==> src/rtl/regfile_sb_pkg.sv <==
// regfile_sb_pkg: shared defaults and constants for the scoreboarded register file
package regfile_sb_pkg;
  localparam int DEF_DATA_W   = 32;
  localparam int DEF_NUM_REGS = 32;
  localparam int ZERO_REG     = 0;
endpackage

==> src/rtl/regfile_sb_scoreboard.sv <==
// regfile_sb_scoreboard: per-register busy bits, set by reserve, cleared by committed write
module regfile_sb_scoreboard
  import regfile_sb_pkg::*;
#(
  parameter int NUM_REGS = DEF_NUM_REGS,
  parameter int ADDR_W   = $clog2(NUM_REGS)
) (
  input  logic                clock,
  input  logic                ctrl_reset,
  input  logic                wr_en_i,
  input  logic [ADDR_W-1:0]   wr_reg_i,
  input  logic                rsv_en_i,
  input  logic [ADDR_W-1:0]   rsv_reg_i,
  output logic [NUM_REGS-1:0] busy_o
);
  logic [NUM_REGS-1:0] busy_q, busy_d;
  // reserve beats a same-cycle write to the same register; register 0 is never busy
  always_comb begin
    busy_d = busy_q;
    for (int i = 0; i < NUM_REGS; i++)
      busy_d[i] = (i == ZERO_REG) ? 1'b0 :
                  (rsv_en_i && rsv_reg_i == ADDR_W'(i)) ? 1'b1 :
                  (wr_en_i && wr_reg_i == ADDR_W'(i)) ? 1'b0 : busy_q[i];
  end
  // busy state register, reset drops any pending reserve or clear
  always_ff @(posedge clock) busy_q <= ctrl_reset ? '0 : busy_d;
  assign busy_o = busy_q;
endmodule

==> src/rtl/regfile_sb.sv <==
// regfile_sb: two-read one-write register file with write-through bypass and busy scoreboard
module regfile_sb
  import regfile_sb_pkg::*;
#(
  parameter int DATA_W   = DEF_DATA_W,
  parameter int NUM_REGS = DEF_NUM_REGS,
  parameter int ADDR_W   = $clog2(NUM_REGS)
) (
  input  logic                clock,
  input  logic                ctrl_reset,
  input  logic                ctrl_writeEnable,
  input  logic [ADDR_W-1:0]   ctrl_writeReg,
  input  logic [DATA_W-1:0]   data_writeReg,
  input  logic [ADDR_W-1:0]   ctrl_readRegA,
  input  logic [ADDR_W-1:0]   ctrl_readRegB,
  output logic [DATA_W-1:0]   data_readRegA,
  output logic [DATA_W-1:0]   data_readRegB,
  input  logic                ctrl_reserveEnable,
  input  logic [ADDR_W-1:0]   ctrl_reserveReg,
  output logic                busy_readRegA,
  output logic                busy_readRegB,
  output logic [NUM_REGS-1:0] busy_vector
);
  logic [DATA_W-1:0] regs [NUM_REGS];
  logic [DATA_W-1:0] mux_a, mux_b;
  logic              hit_a, hit_b;
  for (genvar g = 0; g < NUM_REGS; g++) begin : g_reg
    if (g == ZERO_REG) begin : g_zero
      assign regs[g] = '0;
    end else begin : g_flop
      logic [DATA_W-1:0] data_q, data_d;
      assign data_d = (ctrl_writeEnable && ctrl_writeReg == ADDR_W'(g)) ? data_writeReg : data_q;
      // write-enabled storage word, cleared by reset
      always_ff @(posedge clock) data_q <= ctrl_reset ? '0 : data_d;
      assign regs[g] = data_q;
    end
  end
  // AND-OR read mux driven by decoded address selects
  always_comb begin
    mux_a = '0;
    mux_b = '0;
    for (int i = 0; i < NUM_REGS; i++) begin
      mux_a = mux_a | ({DATA_W{ctrl_readRegA == ADDR_W'(i)}} & regs[i]);
      mux_b = mux_b | ({DATA_W{ctrl_readRegB == ADDR_W'(i)}} & regs[i]);
    end
  end
  assign hit_a = ctrl_writeEnable && ctrl_writeReg == ctrl_readRegA && ctrl_readRegA != ADDR_W'(ZERO_REG);
  assign hit_b = ctrl_writeEnable && ctrl_writeReg == ctrl_readRegB && ctrl_readRegB != ADDR_W'(ZERO_REG);
  assign data_readRegA = hit_a ? data_writeReg : mux_a;
  assign data_readRegB = hit_b ? data_writeReg : mux_b;
  assign busy_readRegA = busy_vector[ctrl_readRegA] & ~hit_a;
  assign busy_readRegB = busy_vector[ctrl_readRegB] & ~hit_b;
  regfile_sb_scoreboard #(.NUM_REGS(NUM_REGS), .ADDR_W(ADDR_W)) u_sb (
    .clock      (clock),
    .ctrl_reset (ctrl_reset),
    .wr_en_i    (ctrl_writeEnable),
    .wr_reg_i   (ctrl_writeReg),
    .rsv_en_i   (ctrl_reserveEnable),
    .rsv_reg_i  (ctrl_reserveReg),
    .busy_o     (busy_vector)
  );
endmodule

==> config.mk <==
export PLATFORM = sky130hd
export DESIGN_NAME = regfile_sb
export DESIGN_NICKNAME = d
export VERILOG_FILES = /design/src/rtl/regfile_sb_pkg.sv /design/src/rtl/regfile_sb_scoreboard.sv /design/src/rtl/regfile_sb.sv
export SDC_FILE = /design/constraint.sdc
export NUM_CORES = 2
export LEC_CHECK = 0
export CORE_MARGIN = 2
export CORE_UTILIZATION = 23
export DETAILED_ROUTE_END_ITERATION = 16
export HOLD_SLACK_MARGIN = 0.02
export PLACE_DENSITY_LB_ADDON = 0.2
export RECOVER_POWER = 100
export SLEW_MARGIN = 20
export SYNTH_ARGS = -nofsm -noshare
export SYNTH_HDL_FRONTEND = slang
export SYNTH_SLANG_ARGS = --single-unit
export TNS_END_PERCENT = 50
==> constraint.sdc <==
create_clock -name clock -period 4.25 [get_ports clock]
set_input_delay 1.275 -clock clock [delete_from_list [all_inputs] [get_ports clock]]
set_output_delay 1.275 -clock clock [all_outputs]
set_load 0.01 [all_outputs]
== Word-level counts from Yosys, hierarchy flattened ==
Cells that the tools add are included.
Word-level totals
  bits in registers: 1023
  memory bits (writable): 0
  bits in latches: 0
  ROM bits: 0
  memories kept: 0
  output and inout bits: 98
  logic and storage cells: 483
  input port bits: 56
Cells by class
  order comparisons: 2
  reductions and logical operators: 99
  muxes and demuxes: 68
  bitwise gates (word level): 126
  $mul: 0
  div/mod/pow operators: 0
  equality and inequality tests: 126
  shift-type cells: 0
  $add $sub $neg: 0
Operator list (count)
  $and A32 B32 Y32: 62
  $or A32 B32 Y32: 60
  $eq A5 B5 Y1 const B: 64
  $eq A5 B4 Y1 const B: 32
  $eq A5 B3 Y1 const B: 16
  $logic_and A1 B1 Y1: 66
  $mux W1: 64
  $mux W32: 2
  $reduce_bool A2 Y1: 31
  $eq A5 B2 Y1 const B: 8
  $eq A5 B1 Y1 const B: 4
  $lt A5 B6 Y1 const B: 2
  $bmux W1 S5: 2
  $eq A5 B5 Y1: 2
  $reduce_bool A5 Y1: 2
  $and A1 B1 Y1: 2
  $not A1 Y1: 2

== Logic depth before layout (Yosys ltp) ==
  depth in word-level cells: 33
  mapped depth: 10
  gate-level depth less buffers: 6

== Hierarchy ==
A second synthesis with hierarchy kept.
Second synthesis, totals
  cell total of the unflattened synthesis: 6805
  area, all modules: 50698.6 sq um
By module, submodules not included
  regfile_sb: area each 49316.0 sq um, instances 1, cells each 6643
  regfile_sb_scoreboard: area each 1382.6 sq um, instances 1, cells each 162

== Worst setup path after synthesis ==
Ideal clock, no wire load.
  path type: input to output
  start point: in ctrl_readRegA[4]
  end point: out data_readRegA[25]
  data arrival time: 2935 ps
  path buffers: 4
  stages: 9
  slack: 40 ps
  path through: clkbuf_2 or3b_1 buf_2 nor2_1 buf_4 buf_4 a22oi_1 and3_1 a41oi_1
Between the ends
  word-level cells in the longest chain between the ends: 33
  elaborated cells on any way between the ends: 97
  those cells by class: eq/ne (32); mux (1); bitwise (61); reduce/logical (3)
Ends and longest elaborated chain
  start, declared: RTL line regfile_sb.sv:14  | input logic [ADDR_W-1:0] ctrl_readRegA,
  $eq A5 B1 Y1 or $eq A5 B2 Y1 (tied branches): RTL line regfile_sb.sv:43  | mux_a = mux_a | ({DATA_W{ctrl_readRegA == ADDR_W'(i)}} & regs[i]);
  $and A32 B32 Y32: RTL line regfile_sb.sv:43
  $or A32 B32 Y32 (30 in series): RTL line regfile_sb.sv:43
  $mux W32 (*): RTL line regfile_sb.sv:49  | assign data_readRegA = hit_a ? data_writeReg : mux_a;
  end, declared: RTL line regfile_sb.sv:16  | output logic [DATA_W-1:0] data_readRegA,
Mark *: on every way between the ends. The rest lies on a longest branch, timed or not.

== Worst setup path in the final report ==
  start point: in ctrl_readRegB[2]
  end point: out data_readRegB[28]
Between the ends
  word-level cells in the longest chain between the ends: 33
  elaborated cells on any way between the ends: 97
  those cells by class: eq/ne (32); mux (1); bitwise (61); reduce/logical (3)
Ends and longest elaborated chain
  start, declared: RTL line regfile_sb.sv:15  | input logic [ADDR_W-1:0] ctrl_readRegB,
  $eq A5 B1 Y1 or $eq A5 B2 Y1 (tied branches): RTL line regfile_sb.sv:44  | mux_b = mux_b | ({DATA_W{ctrl_readRegB == ADDR_W'(i)}} & regs[i]);
  $and A32 B32 Y32: RTL line regfile_sb.sv:44
  $or A32 B32 Y32 (30 in series): RTL line regfile_sb.sv:44
  $mux W32 (*): RTL line regfile_sb.sv:50  | assign data_readRegB = hit_b ? data_writeReg : mux_b;
  end, declared: RTL line regfile_sb.sv:17  | output logic [DATA_W-1:0] data_readRegB,
Marked as above.

==> results by stage <==
Outcome:
- The flow ran to the end, but the final reports show violations.
- The checks that failed: max-capacitance violations, max-slew violations, negative setup slack.

Die:
- The floorplan die width is 471 um.
- The die is 471 um tall.
- The number of top-level design ports is 154.
- The initial standard-cell utilization of the core is 23.1%.
- The core box area is 0.217 mm2.
- The die area is 0.222 mm2.
- The number of rows in the core area is 171.

Clock network:
- The later pin in the worst-skew pair is clocked with a latency of 0.81 ns.
- The number of hold-repair buffers added at the cts stage is 0.
- The clock slew at the register clock pins of the worst setup and hold paths is 0.06 ns.
- The clock tree from TritonCTS is yes.
- Counting the buffers created by CTS gives 134.
- The buffer type at the clock tree root is sky130_fd_sc_hd__clkbuf_16.
- The H-tree was split into 4 levels.
- The number of clock sinks seen by CTS is 1023.
- The maximum buffer depth of the clock tree is 3.

GRT:
- The number of global-route vias before repair is 59900.
- The number of antenna violations at the first check in global routing is 40.
- The global-route wire length before repair is 591000 um.
- The total global routing track utilization is 39.7%.
- The remaining global-route overflow is 0.
- Entering global routing, the biggest net connects 99 pins.

Layout:
- The number of standard cells in the final layout excluding fillers is 10600.
- The final layout net count is 7738.
- The finished cells cover 0.0752 mm2.
- The synthesis-to-layout area growth is 49.7%.
- The share of layout cells above drive strength 1 is 27.3%.
- Measured on the finished design, the core utilization comes to 34.6%.

Worst hold path:
- The worst hold path startpoint is g_reg[3].g_flop.data_q[18]$_SDFFE_PP0P_.
- The end of the worst hold path is g_reg[3].g_flop.data_q[18]$_SDFFE_PP0P_.
- The path class of the lowest-slack min-delay path is reg2reg.
- The worst hold path depth is 2.

Worst setup path:
- The endpoint of the most critical register-to-register path is g_reg[26].g_flop.data_q[9]$_SDFFE_PP0P_.
- The setup check on the worst reg-to-reg path leaves a slack of 3.18 ns.
- The worst endpoint data arrival time is 3.49 ns.
- The largest single stage delay on the critical path is 0.39 ns.
- STA classifies the critical path startpoint as an input port.
- The most frequent cell on the critical path is sky130_fd_sc_hd__buf_12.
- The signal on the critical path passes through buf_12, buf_16, or3_4, buf_12, nor2_4, buf_6, buf_12, a22o_1, a221oi_1, and3_1, a41oi_2, buf_4, buf_6.
- The reg-to-reg startpoint is g_reg[26].g_flop.data_q[9]$_SDFFE_PP0P_.
- For the worst setup path, the data required time is 2.97 ns.
- The count of cells along the worst register-to-register path is 3.
- The critical-path maximum fanout is 7.
- The slowest stage of the critical path is the sky130_fd_sc_hd__or3_4 cell.
- STA classifies the critical path endpoint as an output pin.
- The critical path is of the in2out type.

Power:
- After layout, the design draws a total of 24800 uW.
- The internal power of the cells totals 17700 uW.
- The fraction of power consumed by combinational cells is 11.6%.
- Of the total power, the share spent switching nets is 28.5%.
- The share of total power dissipated in sequential elements is 39.4%.
- In this run, the clock network consumes 49.0% of the power.
- The switching power total is 7060 uW.
- The static leakage is 0.0263 uW.
- The peak supply drop is 0.307 mV.
- The power per standard cell area is 330 mW/mm2.

Place:
- Routability-driven placement finished with a final weighted congestion of 1.03.
- The pre-CTS worst setup slack is -1.74 ns.
- After detailed placement, the total cell area comes to 0.0649 mm2.
- The total half-perimeter wirelength after legalization and detailed placement is 303000 um.
- The cell total after placement is 10200.
- The count of buffers added on input and output ports is 152.

Timing:
- After layout, the worst path uses 112% of the clock period.
- The maximum frequency from static timing analysis is 210 MHz.
- The worst setup slack after layout is -0.520 ns.
- Setup violations remaining at the end of the flow were counted as 143.
- The final number of hold-violating endpoints is 0.
- The count of final max-slew check failures is 532.
- On the final layout, the worst clock skew is 0 ns.
- Subtracting the final worst setup slack from the clock period gives 4.77 ns.
- The worst slew margin relative to its limit is -69.0%.
- For the pin with the worst max-slew slack, the measured transition is 2.53 ns.
- Setup repair after global routing could not meet its margin everywhere.

Logic synthesis:
- The synthesized netlist contains 72 unique library cells.
- The count of state elements after synthesis is 1023.
- The count of yosys warnings during synthesis is 0.
- A synthesized cell averages 7.44 um2.
- The sequential area share after synthesis is 40.8%.
- The cell count after synthesis came out at 6746.
- In the synthesized netlist the dominant register cell turns out to be sky130_fd_sc_hd__dfxtp_1.
- The cell area after synthesis is 0.0502 mm2.
- The number of enable flip-flop cells after synthesis is 0.
- The total nets after synthesis is 6802.
- The post-synthesis async set-or-reset flop share is 0%.

Routing:
- The routed length per placed instance is 43.3 um.
- The post-route antenna net violation count is 0.
- The overall routed net length is 461000 um.
- After the first detailed-routing iteration, the DRC count stood at 11000.
- In the routed layout, each cell is associated on average with a via count of 6.10.
- After detailed routing, the number of remaining DRC violations is 0.
- The final route contains 65000 vias.
- Before antenna repair, the detailed router went through 9 iterations.

Flow run:
- Max-cap violations in this run came to 17.
==> critical path, delay by kind of cell <==
kind                   cells  cell delay (ns)
buffers and inverters      7             1.01
AOI/OAI and AO/OA          3             0.42
and+or+nand+nor            3             0.78
==> cells by family after synthesis <==
kind of cell / synth area share (%)
AOI/OAI and AO/OA: 26.2
xor gates and xnor gates: 0.140
buffers and inverters: 5.81
DFF: 40.8
muxes: 4.41
other: 0.00747
and+or+nand+nor: 22.6
==> sequential cells by signal, summed over array words and instances, names as in the netlist <==
signal           cells
g.g_flop.data_q    992
u_sb.busy_o         31
==> area by class of cell <==
cell class | instances | area (um2)
Fill cell | 22600 | 142000
Multi-Input combinational cell | 5036 | 29800
Sequential cell | 1023 | 20500
Timing Repair Buffer | 1479 | 16700
Clock buffer | 182 | 3840
Tap cell | 2854 | 3570
Clock inverter | 57 | 707
Inverter | 8 | 33.8
Antenna cell | 8 | 20.0
==> synth_stat cells, drive strengths merged, types with 68 or more instances <==
library cell	number	area, um2
mux2i	145	1450
buf	192	1020
nor2	230	921
clkbuf	487	1870
a221oi	97	850
a22oi	528	3960
dfxtp	1023	20500
nand2	2171	8150
nor3	72	365
nand4	85	532
a22o	116	1020
nand3	68	340
a21oi	1042	5220
==> power groups by stage <==
| stage | Combinational [uW] | Sequential [uW] | Clock [uW] |
|---|---|---|---|
| 2_1_floorplan | 797 | 9920 | 0 |
| 3_3_place_gp | 2450 | 9960 | 0 |
| 3_5_place_dp | 2450 | 9960 | 0 |
| 4_1_cts | 2670 | 9750 | 12200 |
| 5_1_grt | 2820 | 9750 | 12500 |
| 6_report | 2880 | 9750 | 12200 |
==> metrics by stage <==
| stage | hold slack (ns) | setup TNS [ns] |
|---|---|---|
| 6_report | 0.472 | -35.16 |
| 5_1_grt | 0.487 | -28.94 |
| 4_1_cts | 0.470 | -28.74 |
| 3_5_place_dp | 0.462 | -87.85 |
| 3_3_place_gp | 0.456 | -89.53 |
| 2_1_floorplan | 0.442 | 0 |
==> worst max path at each step <==
stage | startpoint | endpoint | slack [ns] | cells after the start
floorplan | ctrl_readRegA[4] | data_readRegA[25] | 0.04 | 9
global placement | ctrl_writeReg[4] | data_readRegB[30] | -1.78 | 9
detailed placement | ctrl_writeReg[4] | data_readRegB[11] | -1.74 | 9
CTS | ctrl_readRegB[3] | data_readRegB[15] | -0.57 | 14
global route | ctrl_readRegA[1] | data_readRegA[18] | -0.55 | 11
finish | ctrl_readRegB[2] | data_readRegB[28] | -0.52 | 13
==> placed cells by master, fill, tap and decap left out, drive strengths merged, types with 30 or more instances in the layout <==
cell	instances
nand2	2171
buf	1340
a21oi	1042
dfxtp	1023
a22oi	528
clkbuf	241
nor2	230
mux2i	145
a22o	116
a221oi	97
nand4	85
nor3	72
nand3	68
a31oi	44
clkdlybuf4s50	38
dlygate4sd3	32
and3	31
mux2	30
==> metal layers <==
metal / part of all wire, % / track usage [%]
met1: 38 / 49.9
met2: 41 / 57.3
met3: 12 / 11.3
met4: 9.5 / 30.1
met5: 0.017 / 0
==> repair_timing <==
| item | in CTS | in global routing |
|---|---|---|
| resized for setup | 763 | 313 |
| buffers inserted | 186 | 87 |
| pin swaps | 190 | 158 |
| cloned | 9 | 5 |
| setup endpoints to repair | 66 | 66 |
Note: power is estimated with default switching activity, not from simulation.
